`config.mk`:
```
export PLATFORM = sky130hd
export DESIGN_NAME = alu_decode_stage
export DESIGN_NICKNAME = d
export VERILOG_FILES = /design/src/rtl/rv_pkg.sv /design/src/rtl/alu_decode_comb.sv /design/src/rtl/alu_decode_stage.sv
export SDC_FILE = /design/constraint.sdc
export NUM_CORES = 1
export LEC_CHECK = 0
export BUFFER_PORTS_ARGS = -buffer_cell sky130_fd_sc_hd__buf_4
export CORE_MARGIN = 2
export CORE_UTILIZATION = 51
export DETAILED_ROUTE_END_ITERATION = 7
export PLACE_DENSITY = 0.95
export RECOVER_POWER = 50
export SYNTH_ARGS = -nofsm -noshare
export SYNTH_HDL_FRONTEND = slang
export SYNTH_SLANG_ARGS = --single-unit
```
`constraint.sdc`:
```
create_clock -name clk -period 2.4 [get_ports clk]
set_clock_uncertainty 0.1 [all_clocks]
set_input_delay 0.36 -clock clk [delete_from_list [all_inputs] [get_ports clk]]
set_output_delay 0.36 -clock clk [all_outputs]
set_load 0.01 [all_outputs]
```
`src/rtl/rv_pkg.sv`:
```
// Shared RV32IM decode definitions: opcode/funct7 constants and the decoded
// bundle that travels from the decode stage into the execute-stage ALU.
package rv_pkg;

  localparam logic [6:0] OPC_OP     = 7'b0110011;
  localparam logic [6:0] OPC_OP_IMM = 7'b0010011;
  localparam logic [6:0] OPC_LUI    = 7'b0110111;

  localparam logic [6:0] F7_BASE    = 7'b0000000;
  localparam logic [6:0] F7_ALT     = 7'b0100000;
  localparam logic [6:0] F7_MULDIV  = 7'b0000001;

  typedef struct packed {
    logic add;
    logic sub;
    logic mul;
    logic mulh;
    logic mulhsu;
    logic mulhu;
    logic op_and;
    logic op_or;
    logic op_xor;
    logic sll;
    logic srl;
    logic sra;
    logic slt;
    logic sltu;
  } alu_sel_t;

  // imm is always 32 bits here; the stage extends it to its datapath width
  typedef struct packed {
    alu_sel_t    sel;
    logic [31:0] imm;
    logic [4:0]  rs1_addr;
    logic [4:0]  rs2_addr;
    logic [4:0]  rd_addr;
    logic        use_imm;
    logic        reg_write;
    logic        illegal;
  } decode_bundle_t;

endpackage

```
`src/rtl/alu_decode_comb.sv`:
```
// Pure combinational decode of one RV32IM instruction (OP, OP-IMM, LUI)
// into the ALU select/operand bundle.
module alu_decode_comb
  import rv_pkg::*;
(
  input  logic [31:0]    instr,
  output decode_bundle_t bundle
);

  logic [6:0] opcode;
  logic [2:0] funct3;
  logic [6:0] funct7;
  logic       illegal_d;
  alu_sel_t   sel_d;

  assign opcode = instr[6:0];
  assign funct3 = instr[14:12];
  assign funct7 = instr[31:25];

  always_comb begin
    sel_d           = '0;
    illegal_d       = 1'b0;
    bundle          = '0;
    bundle.rs1_addr = instr[19:15];
    bundle.rs2_addr = instr[24:20];
    bundle.rd_addr  = instr[11:7];

    unique case (opcode)
      OPC_OP: begin
        unique case (funct7)
          F7_BASE: begin
            unique case (funct3)
              3'b000: sel_d.add    = 1'b1;
              3'b001: sel_d.sll    = 1'b1;
              3'b010: sel_d.slt    = 1'b1;
              3'b011: sel_d.sltu   = 1'b1;
              3'b100: sel_d.op_xor = 1'b1;
              3'b101: sel_d.srl    = 1'b1;
              3'b110: sel_d.op_or  = 1'b1;
              default: sel_d.op_and = 1'b1;
            endcase
          end
          F7_ALT: begin
            if (funct3 == 3'b000)      sel_d.sub = 1'b1;
            else if (funct3 == 3'b101) sel_d.sra = 1'b1;
            else                       illegal_d = 1'b1;
          end
          F7_MULDIV: begin
            // No divider in this core: div/divu/rem/remu trap as illegal
            unique case (funct3)
              3'b000:  sel_d.mul    = 1'b1;
              3'b001:  sel_d.mulh   = 1'b1;
              3'b010:  sel_d.mulhsu = 1'b1;
              3'b011:  sel_d.mulhu  = 1'b1;
              default: illegal_d    = 1'b1;
            endcase
          end
          default: illegal_d = 1'b1;
        endcase
      end

      OPC_OP_IMM: begin
        bundle.use_imm  = 1'b1;
        bundle.rs2_addr = 5'd0;
        bundle.imm      = {{20{instr[31]}}, instr[31:20]};
        unique case (funct3)
          3'b000: sel_d.add    = 1'b1;
          3'b010: sel_d.slt    = 1'b1;
          3'b011: sel_d.sltu   = 1'b1;
          3'b100: sel_d.op_xor = 1'b1;
          3'b110: sel_d.op_or  = 1'b1;
          3'b111: sel_d.op_and = 1'b1;
          3'b001: begin
            bundle.imm = {27'd0, instr[24:20]};
            if (funct7 == F7_BASE) sel_d.sll = 1'b1;
            else                   illegal_d = 1'b1;
          end
          default: begin
            bundle.imm = {27'd0, instr[24:20]};
            if (funct7 == F7_BASE)     sel_d.srl = 1'b1;
            else if (funct7 == F7_ALT) sel_d.sra = 1'b1;
            else                       illegal_d = 1'b1;
          end
        endcase
      end

      OPC_LUI: begin
        sel_d.add       = 1'b1;
        bundle.use_imm  = 1'b1;
        bundle.rs1_addr = 5'd0;
        bundle.rs2_addr = 5'd0;
        bundle.imm      = {instr[31:12], 12'd0};
      end

      default: illegal_d = 1'b1;
    endcase

    // An illegal bundle carries no select so the one-hot invariant holds
    bundle.sel       = illegal_d ? '0 : sel_d;
    bundle.illegal   = illegal_d;
    bundle.reg_write = !illegal_d && (instr[11:7] != 5'd0);
  end

endmodule

```
`src/rtl/alu_decode_stage.sv`:
```
// Registered decode stage: single-entry pipeline register with valid/ready
// handshake and flush around the combinational RV32IM decoder.
module alu_decode_stage
  import rv_pkg::*;
#(
  parameter int WIDTH = 32
) (
  input  logic             clk,
  input  logic             rst_n,
  input  logic             in_valid,
  output logic             in_ready,
  input  logic [31:0]      instr,
  input  logic [WIDTH-1:0] pc,
  input  logic             flush,
  output logic             out_valid,
  input  logic             out_ready,
  output logic [WIDTH-1:0] out_pc,
  output logic [4:0]       rs1_addr,
  output logic [4:0]       rs2_addr,
  output logic [4:0]       rd_addr,
  output logic             use_imm,
  output logic [WIDTH-1:0] imm,
  output logic             reg_write,
  output logic             illegal,
  output logic             alu_sel_add,
  output logic             alu_sel_sub,
  output logic             alu_sel_mul,
  output logic             alu_sel_mulh,
  output logic             alu_sel_mulhsu,
  output logic             alu_sel_mulhu,
  output logic             alu_sel_and,
  output logic             alu_sel_or,
  output logic             alu_sel_xor,
  output logic             alu_sel_sll,
  output logic             alu_sel_srl,
  output logic             alu_sel_sra,
  output logic             alu_sel_slt,
  output logic             alu_sel_sltu
);

  decode_bundle_t  bundle_d, bundle_q;
  logic [WIDTH-1:0] pc_d, pc_q;
  logic            valid_d, valid_q;
  logic            load;

  alu_decode_comb u_decode (
    .instr  (instr),
    .bundle (bundle_d)
  );

  assign in_ready = !valid_q || out_ready;
  assign load     = in_valid && in_ready && !flush;

  // Flush beats load; data regs only move on a load so stalls are bit-exact
  always_comb begin
    valid_d = valid_q;
    pc_d    = pc_q;
    if (flush) begin
      valid_d = 1'b0;
    end else if (load) begin
      valid_d = 1'b1;
      pc_d    = pc;
    end else if (out_ready) begin
      valid_d = 1'b0;
    end
  end

  always_ff @(posedge clk) begin
    if (!rst_n) begin
      valid_q  <= 1'b0;
      pc_q     <= '0;
      bundle_q <= '0;
    end else begin
      valid_q <= valid_d;
      pc_q    <= pc_d;
      if (load) bundle_q <= bundle_d;
    end
  end

  generate
    if (WIDTH > 32) begin : g_imm_sext
      assign imm = {{(WIDTH-32){bundle_q.imm[31]}}, bundle_q.imm};
    end else begin : g_imm_trunc
      assign imm = bundle_q.imm[WIDTH-1:0];
    end
  endgenerate

  assign out_valid      = valid_q;
  assign out_pc         = pc_q;
  assign rs1_addr       = bundle_q.rs1_addr;
  assign rs2_addr       = bundle_q.rs2_addr;
  assign rd_addr        = bundle_q.rd_addr;
  assign use_imm        = bundle_q.use_imm;
  assign reg_write      = bundle_q.reg_write;
  assign illegal        = bundle_q.illegal;
  assign alu_sel_add    = bundle_q.sel.add;
  assign alu_sel_sub    = bundle_q.sel.sub;
  assign alu_sel_mul    = bundle_q.sel.mul;
  assign alu_sel_mulh   = bundle_q.sel.mulh;
  assign alu_sel_mulhsu = bundle_q.sel.mulhsu;
  assign alu_sel_mulhu  = bundle_q.sel.mulhu;
  assign alu_sel_and    = bundle_q.sel.op_and;
  assign alu_sel_or     = bundle_q.sel.op_or;
  assign alu_sel_xor    = bundle_q.sel.op_xor;
  assign alu_sel_sll    = bundle_q.sel.sll;
  assign alu_sel_srl    = bundle_q.sel.srl;
  assign alu_sel_sra    = bundle_q.sel.sra;
  assign alu_sel_slt    = bundle_q.sel.slt;
  assign alu_sel_sltu   = bundle_q.sel.sltu;

endmodule

```
==> metrics.md <==
| Metric | Value |
|---|---|
| Result of the run | finished, final reports clean |
| Post-Synthesis Net Count | 510 |
| Comb pwr share | approximately an eighth |
| Unrepaired setup endpoints after global routing | false |
| Final setup margin | approximately 0.6 ns |
| Setup_tns | 0 ns |
| Height of the die | 90.21 um |
| Wire per inst | 16.07 um |
| DRC errors left | 0 |
| Worst Path Buf+Inv | 3 |
| Period utilisation layout | between 70% and 80% |
| Pre-CTS worst setup slack | about 0.38 ns |
| Pin count of the biggest net entering global routing | slightly above 50 |
| IO Count | 167 |
| Most common cell after layout, fill and taps aside | sky130_fd_sc_hd__nand2_1 |
| Overall die area | between 0.008 and 0.009 mm2 |
| Clock tree from TritonCTS | built |
| Post-detailed-routing wire length | about 11,000 um |
| Final setup violation count | 0 |
| GP Congestion | 0.8486 |
| Clock root buffer | sky130_fd_sc_hd__clkbuf_8 |
| Clock transition at the register clock pins on the worst setup and hold paths after CTS | around 0.09 ns |
| Worst setup path startpoint | out_valid |
| Vias in the first global route | around 3,600 |
| Overall routing resource usage | 26.20% |
| Remaining global-route overflow | 0 |
| Actual transition at the worst max-transition pin | about 0.58 ns |
| Core Region | 0.007214 mm2 |
| Part of the total power dissipated in sequential elements | approximately 56% |
| Peak supply drop | approximately 0.33 mV |
| Starting Density | 52.53% |
| Worst-path maximum fanout | 50 |
| HPWL Detailed | approximately 8000 um |
| Distinct cell type count of the synthesized netlist | 47 |
| Largest area contributor in the synthesized netlist | sky130_fd_sc_hd__dfxtp_1 |
| Detailed-router iteration count before antenna repair | 5 |
| Number of H-tree branching levels | 3 |
| Pwr/cell area | approximately 600 mW/mm2 |
| Max Freq | approximately 550 MHz |
| Flop-to-flop setup slack | about 0.6 ns |
| CTS sink count | 97 |
| Sw Ratio | between 20% and 30% |
| Global-route wire length before repair | 17,490 um |
| Number of buffers created by CTS | 9 |
| Maxcap violations | 0 |
| Initial antenna violation count | 0 |
| Highest-count cells in the layout ignoring fill and taps | sky130_fd_sc_hd__nand2_1, sky130_fd_sc_hd__clkbuf_1, sky130_fd_sc_hd__dfxtp_1 |
| Yosys warns | 0 |
| Fraction of final layout cells with drive strength greater than 1 | between 10% and 20% |
| Nets | between 600 and 700 |
| Net switching power | ~0.77 mW |
| Die Span X | about 90 um |
| Synthesized netlist cell count | 441 |
| Startpoint class of the critical path | flip-flop |
| Flip-flop and latch count after synthesis | 97 |
| Post-CTS Setup Repair Bufs | 0 |
| Port Buffers | ~170 |
| EDFF count, synth | 0 |
| Dominant delay contributor by cell family on the critical path | buffers and inverters |
| Most instantiated flip-flop cell in the synthesis netlist | sky130_fd_sc_hd__dfxtp_1 |
| Final Hold Vio Count | 0 |
| Clk buf depth | 2 |
| Cell at the slowest stage of the critical path | sky130_fd_sc_hd__dfxtp_1 |
| Layout area overhead | 30.57% |
| Leakage power figure | 1.815 nW |
| Clock share of power | roughly a third |
| Resized cells post-CTS | 0 |
| Arrival time at the worst endpoint | a little under 2 ns |
| Min Clock Period, post-route | approximately 1.8 ns |
| Netlist Area Pre-Place | roughly 0.0038 mm2 |
| Count of routing violations after the opening detailed-route iteration | about 250 |
| Top cells by area, synth | sky130_fd_sc_hd__dfxtp_1, sky130_fd_sc_hd__a21oi_1, sky130_fd_sc_hd__nand2_1, sky130_fd_sc_hd__a32oi_1, sky130_fd_sc_hd__clkbuf_1 |
| HP Start | flush |
| Slew HR | around 61% |
| Longest individual stage delay on the worst path | roughly 0.32 ns |
| Int Pwr | ~2.2 mW |
| DR vias | slightly below 4,000 |
| Final total power | between 2 and 3 mW |
| Sequential cell area fraction in the yosys report | between 50 and 60% |
| Number of max-slew violations in the final report | 0 |
| Classification of the worst-slack hold path | primary input to flip-flop |
| Post-CTS Hold Fix Bufs | 0 |
| Async set or reset register ratio after synthesis | 0% |
| Routed Antenna Nets | 0 |
| Worst reg2reg path startpoint | out_valid |
| Std cell rows | 31 |
| Worst setup EP type | flip-flop |
| Post-synthesis average cell area | approximately 8.6 um2 |
| Type of the worst setup path | flip-flop to flip-flop |
| Crit path required time | approximately 2.6 ns |
| Worst-Skew Late Latency | about 0.35 ns |
| Vias per std cell | 5.659 |
| Diodes inserted | 0 |
| Synth top area share | between 50% and 60% |
| CP cell instances | nor2b_1 > buf_4 > inv_2 > nand2_4 > buf_12 > a32oi_1 > a21oi_1 |
-- final timing paths --
kind | to | cells past startpoint
min | out_valid | 2
min reg2reg | imm[0] | 2
max | imm[18] | 7
max reg2reg | imm[18] | 7
-- synthesized netlist by cell type (2+ instances only) --
master / number
sky130_fd_sc_hd__o21a_1: 2
sky130_fd_sc_hd__nand4b_1: 5
sky130_fd_sc_hd__buf_2: 7
sky130_fd_sc_hd__nor2b_1: 3
sky130_fd_sc_hd__and2_1: 7
sky130_fd_sc_hd__nand4_1: 6
sky130_fd_sc_hd__nand3b_1: 3
sky130_fd_sc_hd__clkbuf_1: 30
sky130_fd_sc_hd__nand2b_1: 2
sky130_fd_sc_hd__o211ai_1: 2
sky130_fd_sc_hd__nor2_1: 12
sky130_fd_sc_hd__nand2_1: 100
sky130_fd_sc_hd__dfxtp_1: 97
sky130_fd_sc_hd__and3_1: 2
sky130_fd_sc_hd__o41ai_2: 2
sky130_fd_sc_hd__nand3_1: 16
sky130_fd_sc_hd__o21ai_0: 5
sky130_fd_sc_hd__a21oi_1: 76
sky130_fd_sc_hd__a32oi_1: 26
sky130_fd_sc_hd__nor3_1: 6
sky130_fd_sc_hd__o2bb2ai_1: 5
sky130_fd_sc_hd__buf_4: 2
-- power groups by stage --
| stage | clock, mW | sequential [mW] | combinational (mW) |
|---|---|---|---|
| 3_5_place_dp | 0 | 1.71 | 0.379 |
| 2_1_floorplan | 0 | 1.72 | 0.151 |
| 5_1_grt | 1.04 | 1.67 | 0.382 |
| 4_1_cts | 0.967 | 1.67 | 0.381 |
| 6_report | 0.949 | 1.67 | 0.355 |
| 3_3_place_gp | 0 | 1.70 | 0.370 |
-- kinds of logic (layout without fill, tap and decap cells) --
kind of cell / after synthesis / in the layout / synth area share (%)
buffers and inverters: 43 / 199 / 4.720
AND/OR/NAND/NOR: 173 / 173 / 21.66
flip-flops: 97 / 97 / 51.24
AO/OA/AOI/OAI: 126 / 126 / 21.92
XOR/XNOR: 2 / 2 / 0.4623
-- per-layer routing --
layer | vias up | part of all wire [%] | global-route usage, %
li1 | 1862 | - | -
met1 | 1843 | 40 | 31.91
met2 | 202 | 50 | 44.67
met3 | 32 | 7.8 | 5.113
met4 | 0 | 3.0 | 12.18
met5 | - | 0 | 0
-- sequential cells by signal, indices dropped and copies added (netlist names), 5 cells and up --
| name | cells |
|---|---|
| out_pc | 32 |
| imm | 32 |
| rd_addr | 5 |
| rs2_addr | 5 |
| rs1_addr | 5 |
-- final cells by class --
class | count | area [um2]
fillers | 665 | 2266
flip-flops and latches | 97 | 1942
multi-input cells | 301 | 1684
repair buffers | 180 | 1016
clock buffers | 12 | 145.1
well taps | 99 | 123.9
clock inverters | 4 | 26.28
inverters | 3 | 11.26
-- through the flow --
step / util, % / cell area, um2 / instances / hold WS [ns]
2_1_floorplan: - / 3790 / 441 / 0.3393
3_3_place_gp: 71.21 / 5137 / 680 / 0.3401
5_1_grt: 68.59 / 4949 / 696 / 0.07860
4_1_cts: 73.59 / 5309 / 696 / 0.07277
6_report: 68.59 / 4949 / 696 / 0.08255
3_5_place_dp: 71.21 / 5137 / 680 / 0.3436
No activity file was read; power rests on OpenSTA's default activity.
